<file path="src/rtl/mem_bus_decoder_pkg.sv">
`default_nettype none
// ============================================================================
// Module      : mem_bus_decoder_pkg
// Description : Shared state encoding, memory-map constants and the window
//               decode helper for the CPU memory bus decoder.
// Revision    : 1.0 - initial release
// ============================================================================
package mem_bus_decoder_pkg;

    // Decoder state encoding
    typedef enum logic [1:0] {
        ST_IDLE = 2'd0,
        ST_RAM  = 2'd1,
        ST_IO   = 2'd2,
        ST_RESP = 2'd3
    } state_t;

    // Memory map, shared with the firmware linker script
    localparam logic [31:0] c_RAM_BASE  = 32'h0000_0000;
    localparam int unsigned c_RAM_BYTES = 16384;
    localparam logic [31:0] c_IO_BASE   = 32'h1000_0000;
    localparam int unsigned c_IO_BYTES  = 4096;
    localparam int unsigned c_TIMEOUT   = 255;
    localparam logic [31:0] c_ERR_DATA  = 32'hDEAD_BEEF;

    // True when base <= addr < base+size; the offset form stays correct even
    // when base+size wraps to 2**32.
    function automatic logic in_window(input logic [31:0] addr,
                                       input logic [31:0] base,
                                       input logic [31:0] size);
        logic [31:0] off;
        off = addr - base;
        return (addr >= base) && (off < size);
    endfunction

endpackage : mem_bus_decoder_pkg
`default_nettype wire

</file>
<file path="src/rtl/bus_timeout_timer.sv">
`default_nettype none
// ============================================================================
// Module      : bus_timeout_timer
// Description : 8-bit clear/enable wait counter. o_expired is high during the
//               TIMEOUT-th enabled cycle since the last clear.
// Revision    : 1.0 - initial release
// ============================================================================
module bus_timeout_timer #(
    parameter int unsigned TIMEOUT = 255
) (
    input  logic clk,
    input  logic resetn,
    input  logic i_clear,
    input  logic i_enable,
    output logic o_expired
);

    localparam logic [7:0] c_LAST = 8'(TIMEOUT - 1);

    logic [7:0] r_count;

    // Count enabled cycles; hold at the last value so the flag stays asserted
    always_ff @(posedge clk or negedge resetn) begin
        if (!resetn) begin
            r_count <= 8'd0;
        end else if (i_clear) begin
            r_count <= 8'd0;
        end else if (i_enable && !o_expired) begin
            r_count <= r_count + 8'd1;
        end
    end

    assign o_expired = (r_count == c_LAST);

endmodule : bus_timeout_timer
`default_nettype wire

</file>
<file path="src/rtl/mem_bus_decoder.sv">
`default_nettype none
// ============================================================================
// Module      : mem_bus_decoder
// Description : Routes CPU native-port requests to on-chip RAM or the IO
//               window with base-relative addresses, returns a registered
//               one-cycle ready, and answers unmapped or stalled accesses
//               with an error response.
// Revision    : 1.0 - initial release
// ============================================================================
module mem_bus_decoder
    import mem_bus_decoder_pkg::*;
#(
    parameter logic [31:0] RAM_BASE  = c_RAM_BASE,
    parameter int unsigned RAM_BYTES = c_RAM_BYTES,
    parameter logic [31:0] IO_BASE   = c_IO_BASE,
    parameter int unsigned IO_BYTES  = c_IO_BYTES,
    parameter int unsigned TIMEOUT   = c_TIMEOUT,
    parameter logic [31:0] ERR_DATA  = c_ERR_DATA
) (
    input  logic        clk,
    input  logic        resetn,
    input  logic        cpu_valid,
    input  logic [31:0] cpu_addr,
    input  logic [31:0] cpu_wdata,
    input  logic [3:0]  cpu_wstrb,
    output logic        cpu_ready,
    output logic [31:0] cpu_rdata,
    output logic        ram_valid,
    output logic [31:0] ram_addr,
    output logic [31:0] ram_wdata,
    output logic [3:0]  ram_wstrb,
    input  logic        ram_ready,
    input  logic [31:0] ram_rdata,
    output logic        io_valid,
    output logic [31:0] io_addr,
    output logic [31:0] io_wdata,
    output logic [3:0]  io_wstrb,
    input  logic        io_ready,
    input  logic [31:0] io_rdata,
    output logic        bus_error,
    output logic [7:0]  err_count
);

    state_t      r_state;
    logic        r_cpu_ready;
    logic [31:0] r_cpu_rdata;
    logic        r_ram_valid;
    logic        r_io_valid;
    logic [31:0] r_ram_addr;
    logic [31:0] r_io_addr;
    logic [31:0] r_wdata;
    logic [3:0]  r_wstrb;
    logic        r_bus_error;
    logic [7:0]  r_err_count;

    logic        w_hit_ram;
    logic        w_hit_io;
    logic        w_waiting;
    logic        w_expired;
    logic [7:0]  w_err_next;

    assign w_hit_ram  = in_window(cpu_addr, RAM_BASE, 32'(RAM_BYTES));
    assign w_hit_io   = in_window(cpu_addr, IO_BASE, 32'(IO_BYTES));
    assign w_waiting  = (r_state == ST_RAM) || (r_state == ST_IO);
    assign w_err_next = (r_err_count == 8'hFF) ? 8'hFF : r_err_count + 8'd1;

    // Wait counter runs only while a slave is addressed
    bus_timeout_timer #(
        .TIMEOUT (TIMEOUT)
    ) u_timer (
        .clk       (clk),
        .resetn    (resetn),
        .i_clear   (!w_waiting),
        .i_enable  (w_waiting),
        .o_expired (w_expired)
    );

    // Request sequencing: accept in IDLE, wait on the addressed slave, respond
    always_ff @(posedge clk or negedge resetn) begin
        if (!resetn) begin
            r_state     <= ST_IDLE;
            r_cpu_ready <= 1'b0;
            r_cpu_rdata <= 32'd0;
            r_ram_valid <= 1'b0;
            r_io_valid  <= 1'b0;
            r_ram_addr  <= 32'd0;
            r_io_addr   <= 32'd0;
            r_wdata     <= 32'd0;
            r_wstrb     <= 4'd0;
            r_bus_error <= 1'b0;
            r_err_count <= 8'd0;
        end else begin
            // Response strobes are single-cycle unless re-armed below
            r_cpu_ready <= 1'b0;
            r_bus_error <= 1'b0;
            case (r_state)
                ST_IDLE: begin
                    if (cpu_valid) begin
                        if (w_hit_ram) begin
                            r_state     <= ST_RAM;
                            r_ram_valid <= 1'b1;
                            r_ram_addr  <= cpu_addr - RAM_BASE;
                            r_wdata     <= cpu_wdata;
                            r_wstrb     <= cpu_wstrb;
                        end else if (w_hit_io) begin
                            r_state     <= ST_IO;
                            r_io_valid  <= 1'b1;
                            r_io_addr   <= cpu_addr - IO_BASE;
                            r_wdata     <= cpu_wdata;
                            r_wstrb     <= cpu_wstrb;
                        end else begin
                            r_state     <= ST_RESP;
                            r_cpu_ready <= 1'b1;
                            r_cpu_rdata <= ERR_DATA;
                            r_bus_error <= 1'b1;
                            r_err_count <= w_err_next;
                        end
                    end
                end
                ST_RAM: begin
                    // A ready on the expiry edge still counts as success
                    if (ram_ready) begin
                        r_state     <= ST_RESP;
                        r_ram_valid <= 1'b0;
                        r_cpu_ready <= 1'b1;
                        r_cpu_rdata <= ram_rdata;
                    end else if (w_expired) begin
                        r_state     <= ST_RESP;
                        r_ram_valid <= 1'b0;
                        r_cpu_ready <= 1'b1;
                        r_cpu_rdata <= ERR_DATA;
                        r_bus_error <= 1'b1;
                        r_err_count <= w_err_next;
                    end
                end
                ST_IO: begin
                    if (io_ready) begin
                        r_state     <= ST_RESP;
                        r_io_valid  <= 1'b0;
                        r_cpu_ready <= 1'b1;
                        r_cpu_rdata <= io_rdata;
                    end else if (w_expired) begin
                        r_state     <= ST_RESP;
                        r_io_valid  <= 1'b0;
                        r_cpu_ready <= 1'b1;
                        r_cpu_rdata <= ERR_DATA;
                        r_bus_error <= 1'b1;
                        r_err_count <= w_err_next;
                    end
                end
                // One response cycle; the idle cycle that follows keeps a
                // slave from seeing valid right after its own ready
                ST_RESP: r_state <= ST_IDLE;
                default: r_state <= ST_IDLE;
            endcase
        end
    end

    assign cpu_ready = r_cpu_ready;
    assign cpu_rdata = r_cpu_rdata;
    assign ram_valid = r_ram_valid;
    assign ram_addr  = r_ram_addr;
    assign ram_wdata = r_wdata;
    assign ram_wstrb = r_wstrb;
    assign io_valid  = r_io_valid;
    assign io_addr   = r_io_addr;
    assign io_wdata  = r_wdata;
    assign io_wstrb  = r_wstrb;
    assign bus_error = r_bus_error;
    assign err_count = r_err_count;

endmodule : mem_bus_decoder
`default_nettype wire

</file>
<file path="config.mk">
export PLATFORM = sky130hd
export DESIGN_NAME = mem_bus_decoder
export DESIGN_NICKNAME = d
export VERILOG_FILES = /design/src/rtl/mem_bus_decoder_pkg.sv /design/src/rtl/bus_timeout_timer.sv /design/src/rtl/mem_bus_decoder.sv
export SDC_FILE = /design/constraint.sdc
export NUM_CORES = 1
export LEC_CHECK = 0
export BUFFER_PORTS_ARGS = -buffer_cell sky130_fd_sc_hd__buf_2
export CELL_PAD_IN_SITES_DETAIL_PLACEMENT = 1
export CELL_PAD_IN_SITES_GLOBAL_PLACEMENT = 1
export CORE_MARGIN = 2
export CORE_UTILIZATION = 36
export DETAILED_ROUTE_END_ITERATION = 8
export PLACE_DENSITY = 0.86
export SLEW_MARGIN = 20
export SYNTH_ARGS = -nofsm -noshare
export SYNTH_HDL_FRONTEND = slang
export SYNTH_SLANG_ARGS = --single-unit
export TNS_END_PERCENT = 50
</file>
<file path="constraint.sdc">
create_clock -name clk -period 2.9 [get_ports clk]
set_input_delay 0.29 -clock clk [delete_from_list [all_inputs] [get_ports clk]]
set_output_delay 0.29 -clock clk [all_outputs]
set_load 0.03 [all_outputs]
</file>
==> results of run 1 <==
how the worst min path moves through the flow:
stage / start / endpoint
final: cpu_wdata[8] / io_wdata[8]
after floorplan: resetn / bus_error
after global placement: resetn / io_wdata[23]
after CTS: cpu_wdata[8] / io_wdata[8]
after global routing: cpu_wdata[8] / io_wdata[8]
after detailed placement: resetn / io_wdata[23]
what timing repair did:
| item | 4_1_cts | 5_1_grt |
|---|---|---|
| buffers inserted | 0 | 0 |
| setup endpoints to repair | 0 | 0 |
| hold buffers | 1 | 0 |
| hold endpoints to repair | 66 | 0 |
| gates resized for setup | 0 | 0 |
critical path: cells and delay by family (launching register included):
family	cells	cell delay (ns)
flip-flops	1	0.40
multiplexers	1	0.36
AO/OA/AOI/OAI	2	0.63
AND/OR/NAND/NOR	3	0.81
adder cells (fa/ha/maj)	1	0.17
buffers and inverters	1	0.10
final cells by class:
cell class              instances  area [um^2]
diodes                          1        2.502
clock buffers                  17        425.4
clock inverters                15        153.9
fillers                      2051         9672
inverters                      12        45.04
multi-input cells             300         2527
flip-flops and latches        154         3854
well taps                     234        292.8
repair buffers                330         1733
routing by layer:
layer	share of wire	wire length, um	global-route usage	up-vias
met4	0.021	406	0.06842	0
met1	0.41	7796	0.2310	2645
li1	-	-	-	2454
met3	0.055	1054	0.04307	29
met5	0	0	0	-
met2	0.52	9969	0.3328	190
flip-flops by register name, summed over array words and instances (netlist names):
register and count:
ram_valid 1, bus_error 1, cpu_ready 1, io_valid 1
io_wstrb 4, io_wdata 32, io_addr 32, err_count 8
cpu_rdata 32, u_timer.r_count 8, r_state 2, ram_addr 32
metrics by stage:
| step | setup WS, ns | total power (W) | hold WS (ns) |
|---|---|---|---|
| 4_1_cts | 0.2826 | 0.008859 | 0.08019 |
| 6_report | 0.2991 | 0.008751 | 0.09994 |
| 3_5_place_dp | 0.1991 | 0.006603 | 0.3473 |
| 5_1_grt | 0.08404 | 0.009286 | 0.08434 |
| 2_1_floorplan | 0.7265 | 0.005436 | -0.005591 |
| 3_3_place_gp | 0.3090 | 0.006493 | 0.3517 |
where the power goes:
group | internal [W] | switching, W
Sequential | 0.00263 | 0.000291
Clock | 0.00121 | 0.000975
Combinational | 0.00125 | 0.00239
placed cells by master, fill, tap and decap left out, types with 5 or more instances in the layout:
cell type,synthesis,final
dfrtp_1,154,154
a22oi_1,8,8
and2_1,20,20
inv_1,12,12
buf_4,39,10
nand3_1,9,9
o2bb2ai_1,32,32
nand2_1,23,23
inv_6,0,5
mux2_4,11,11
ha_1,11,11
a221oi_1,24,24
o21ai_0,9,9
a21oi_1,11,11
buf_2,5,315
mux2_2,69,69
clkbuf_16,0,17
nor2_1,17,17
logic make-up after synthesis:
family / count (synthesis) / share of synthesized area
buf+inv: 76 / 0.07036
fa+ha+maj: 11 / 0.02005
mux: 84 / 0.1436
flops: 154 / 0.5614
compound gates: 107 / 0.1250
simple gates: 93 / 0.07310
xor+xnor: 5 / 0.006381
==> run_results.csv, run 1 <==
group,metric,value,unit
sta,skew,0.008546,ns
sta,slew_headroom,0.5654,
drt,ant_nets,0,
critical_path,r2r-start,"u_timer.r_count[0]",
critical_path,path_class,"reg2reg",
synth,synth_top_area_frac,0.5614,
place,hpwl,14.26,mm
sta,hold_viol_final,0,
clock_network,clk_latency,0.42,ns
synth,yosys.area.top_type,"dfrtp_1",
synth,synthTopCellsByArea,"dfrtp_1 (56%), mux2_2 (11%), buf_4 (4.3%)",
job,drv_cap,0,
critical_path,reg2reg_setup_slack,0.30,ns
grt,gr-total-overflow,0,
place,placed_area,8442,um^2
drt,dr.first_iter.drc_count,305,
clock_network,cts_tree,"yes",
sta,finalSetupTns,0,ns
drt,routed_wl,19.23,mm
layout,postLayoutCoreUtil,0.4829,
clock_network,cts_root_buf,"clkbuf_16",
clock_network,cts_buffer_depth,2,
critical_path,arrival,2.90,ns
synth,synth_edf_count,0,
critical_path,setup.worst_path.end,"err_count[7]",
floorplanning,placeableCoreArea,18710,um^2
floorplanning,rows,50,
synth,ys_top_cells_by_count,"dfrtp_1 (154), mux2_2 (69), buf_4 (39)",
drt,vias_per_cell,5.003,
drt,drc,0,
synth,netlist_instances,530,
hold_path,hold_class,"in2reg",
grt,grt_max_degree,69,
power_and_ir_drop,peakVddDrop,0.5768,mV
floorplanning,die-area,20190,um^2
critical_path,crit_required,3.20,ns
synth,yosysMostFrequentCell,"dfrtp_1",
synth,synth_warnings,0,
clock_network,htree_num_levels,4,
critical_path,ff2ff_path_depth,8,
synth,ys_types,54,
drt,dr.pass1.iters,4,
power_and_ir_drop,power_leakage,4.904,nW
layout,layout.nets,963,
drt,avgRoutedWirePerCell,18.09,um
grt,grt_pass1_wl,30.15,mm
floorplanning,start_util,0.3670,
critical_path,startpoint_type,"flip-flop",
grt,grt_pass1_vias,5643,
place,dpl.cell_count,1029,
synth,async_reset_ff_frac,1.000,
drt,dr_total_vias,5318,
layout,fin_cells,1063,
layout,stdcell_area,9034,um^2
synth,yosysSeqAreaShare,0.5614,
floorplanning,pin_count,317,
sta,finalMaxSlewViolations,0,
grt,track_usage,0.1905,
run_status,status,"complete, no violations",
power_and_ir_drop,p_per_area,968.7,nW/um^2
critical_path,crit_path_end_kind,"flip-flop",
critical_path,cpPeakStageDelay,0.40,ns
critical_path,critPathLaunch,"u_timer.r_count[0]",
sta,max_freq,384.5,MHz
critical_path,crit_fanout,11,
critical_path,rr_endpoint,"err_count[7]",
floorplanning,die_w,142.1,um
synth,synth_ff_type,"dfrtp_1",
hold_path,whs_path_depth,2,
sta,fin_crit_sh,0.8969,
critical_path,cp_slowest_cell,"dfrtp_1",
place,io_buffers,316,
clock_network,cts_sinks,154,
synth,syn-cell-area,6864,um^2
place,gp_congestion,0.7943,
layout,syn_to_final_growth,31.61,%
grt,antenna_found_initial,1,
synth,synth_seq_cells,154,
critical_path,path_cells,"inv_1 -> ha_1 -> nand3_1 -> or2_1 -> a2111oi_4 -> o21ai_2 -> nor3_1 -> mux2_1",
synth,syn_area_per_cell,12.95,um^2
synth,syn-num-nets,678,
sta,rsz0062_at_grt,"no",
clock_network,cts_buffers,17,
clock_network,clk_pin_slew,0.07,ns
sta,worstMarginPinSlew,0.6519,ns
floorplanning,die_h,142.1,um
sta,setup_viol,0,
layout,drive_above_1_share,0.5471,
sta,fin_crit,2.601,ns
(Power assumes the default switching activity.)
==> run 2: changes to the inputs <==
MAX_ROUTING_LAYER = met4   (was unset)
SETUP_SLACK_MARGIN = 0.05   (was unset)
==> run_results.csv, run 2 (synthesis gave the netlist of run 1 again) <==
group,metric,value,unit
drt,avgRoutedWirePerCell,18.10,um
sta,finalSetupTns,0,ns
drt,drc,0,
sta,skew,0.008550,ns
drt,vias_per_cell,5.006,
floorplanning,start_util,0.3670,
clock_network,cts_sinks,154,
critical_path,reg2reg_setup_slack,0.30,ns
critical_path,path_class,"reg2reg",
grt,gr-total-overflow,0,
grt,antenna_found_initial,1,
power_and_ir_drop,peakVddDrop,0.5817,mV
clock_network,htree_num_levels,4,
grt,grt_pass1_vias,5639,
clock_network,clk_latency,0.42,ns
critical_path,arrival,2.90,ns
power_and_ir_drop,power_leakage,4.904,nW
critical_path,crit_fanout,11,
layout,layout.nets,963,
critical_path,cp_slowest_cell,"dfrtp_1",
sta,hold_viol_final,0,
layout,postLayoutCoreUtil,0.4829,
layout,final_common_cell,"buf_2",
grt,grt_pass1_wl,30.13,mm
sta,finalWorstSetupSlack,0.2978,ns
sta,timing.hold.ws,0.09817,ns
grt,track_usage,0.1964,
clock_network,cts_buffer_depth,2,
drt,routed_wl,19.25,mm
critical_path,crit_path_end_kind,"flip-flop",
critical_path,startpoint_type,"flip-flop",
critical_path,cpPeakStageDelay,0.40,ns
grt,busiest_layer,"met2",
grt,met1_usage,0.2327,
clock_network,clk_pin_slew,0.07,ns
drt,ant_nets,0,
place,hpwl,14.26,mm
drt,dr_total_vias,5321,
sta,worstMarginPinSlew,0.6513,ns
place,dpl_worst_slack,0.1991,ns
power_and_ir_drop,total_power,0.008761,W
sta,fin_crit_sh,0.8973,
sta,max_freq,384.3,MHz
run_status,status,"complete, no violations",
layout,syn_to_final_growth,31.61,%
drt,dr.first_iter.drc_count,333,
place,io_buffers,316,
grt,grt_max_degree,69,
grt,met3_usage,0.03903,
hold_path,hold_class,"in2reg",
floorplanning,rows,50,
clock_network,cts_buffers,17,
floorplanning,die_h,142.1,um
sta,fin_crit,2.602,ns
critical_path,path_cells,"inv_1 -> ha_1 -> nand3_1 -> or2_1 -> a2111oi_4 -> o21ai_2 -> nor3_1 -> mux2_1",
floorplanning,die-area,20190,um^2
job,drv_cap,0,
floorplanning,pin_count,317,
sta,finalMaxSlewViolations,0,
place,gp_congestion,0.8055,
sta,setup_viol,0,
layout,drive_above_1_share,0.5471,
floorplanning,placeableCoreArea,18710,um^2
layout,layout_common_cells,"buf_2 (315), dfrtp_1 (154), mux2_2 (69)",
sta,slew_headroom,0.5658,
grt,met2_usage,0.3346,
clock_network,cts_root_buf,"clkbuf_16",
drt,dr.pass1.iters,4,
sta,rsz0062_at_grt,"no",
floorplanning,die_w,142.1,um
critical_path,crit_required,3.20,ns
clock_network,cts_tree,"yes",
power_and_ir_drop,p_per_area,969.8,nW/um^2
run 2: cell counts in the layout (fill, tap and decap cells not counted):
Identical to the previous run, type by type.
run 2: layout make-up:
| type | count | area (um^2) |
|---|---|---|
| Antenna cell | 1 | 2.502 |
| Fill cell | 2051 | 9672 |
| Multi-Input combinational cell | 300 | 2527 |
| Clock inverter | 15 | 153.9 |
| Tap cell | 234 | 292.8 |
| Clock buffer | 17 | 425.4 |
| Timing Repair Buffer | 330 | 1733 |
| Sequential cell | 154 | 3854 |
| Inverter | 12 | 45.04 |
run 2: critical path, delay by kind of cell (launching register included):
kind | cells | cell delay (ns)
flops | 1 | 0.40
fa+ha+maj | 1 | 0.17
buf+inv | 1 | 0.10
mux | 1 | 0.36
compound gates | 2 | 0.63
simple gates | 3 | 0.81
run 2: metrics by stage:
| step | cells | instance area, um^2 |
|---|---|---|
| 3_5_place_dp | 1029 | 8442 |
| 5_1_grt | 1063 | 9034 |
| 4_1_cts | 1062 | 9031 |
| 2_1_floorplan | 530 | 6864 |
| 6_report | 1063 | 9034 |
| 3_3_place_gp | 1029 | 8442 |
run 2: final timing paths:
check,start,to,cells past startpoint
setup / recovery,u_timer.r_count[0],err_count[7],8
hold / removal,cpu_wdata[8],io_wdata[8],2
setup reg to reg,u_timer.r_count[0],err_count[7],8
hold reg to reg,io_addr[29],io_addr[29],2
max in group asynchronous,resetn,io_addr[28],3
min in group asynchronous,resetn,io_wdata[23],2
run 2: report_power, final:
part	leakage, nW	internal (W)	total [W]	switching (W)
logic	2.58	0.00125	0.00365	0.00240
registers	2.05	0.00263	0.00292	0.000291
clock network	0.281	0.00121	0.00219	0.000975
total	4.90	0.00509	0.00876	0.00367
run 2: timing repair:
item	4_1_cts	5_1_grt
gates resized for setup	0	0
setup buffers	0	0
endpoints found under the hold margin	66	0
hold buffers	1	0
run 2: per-layer routing:
metal  share of wire  vias up  routed length (um)
li1                -     2457                   -
met1            0.41     2646                7870
met2            0.52      191                9966
met3           0.052       27                1010
met4           0.021        0                 398
met5               0        -                   0
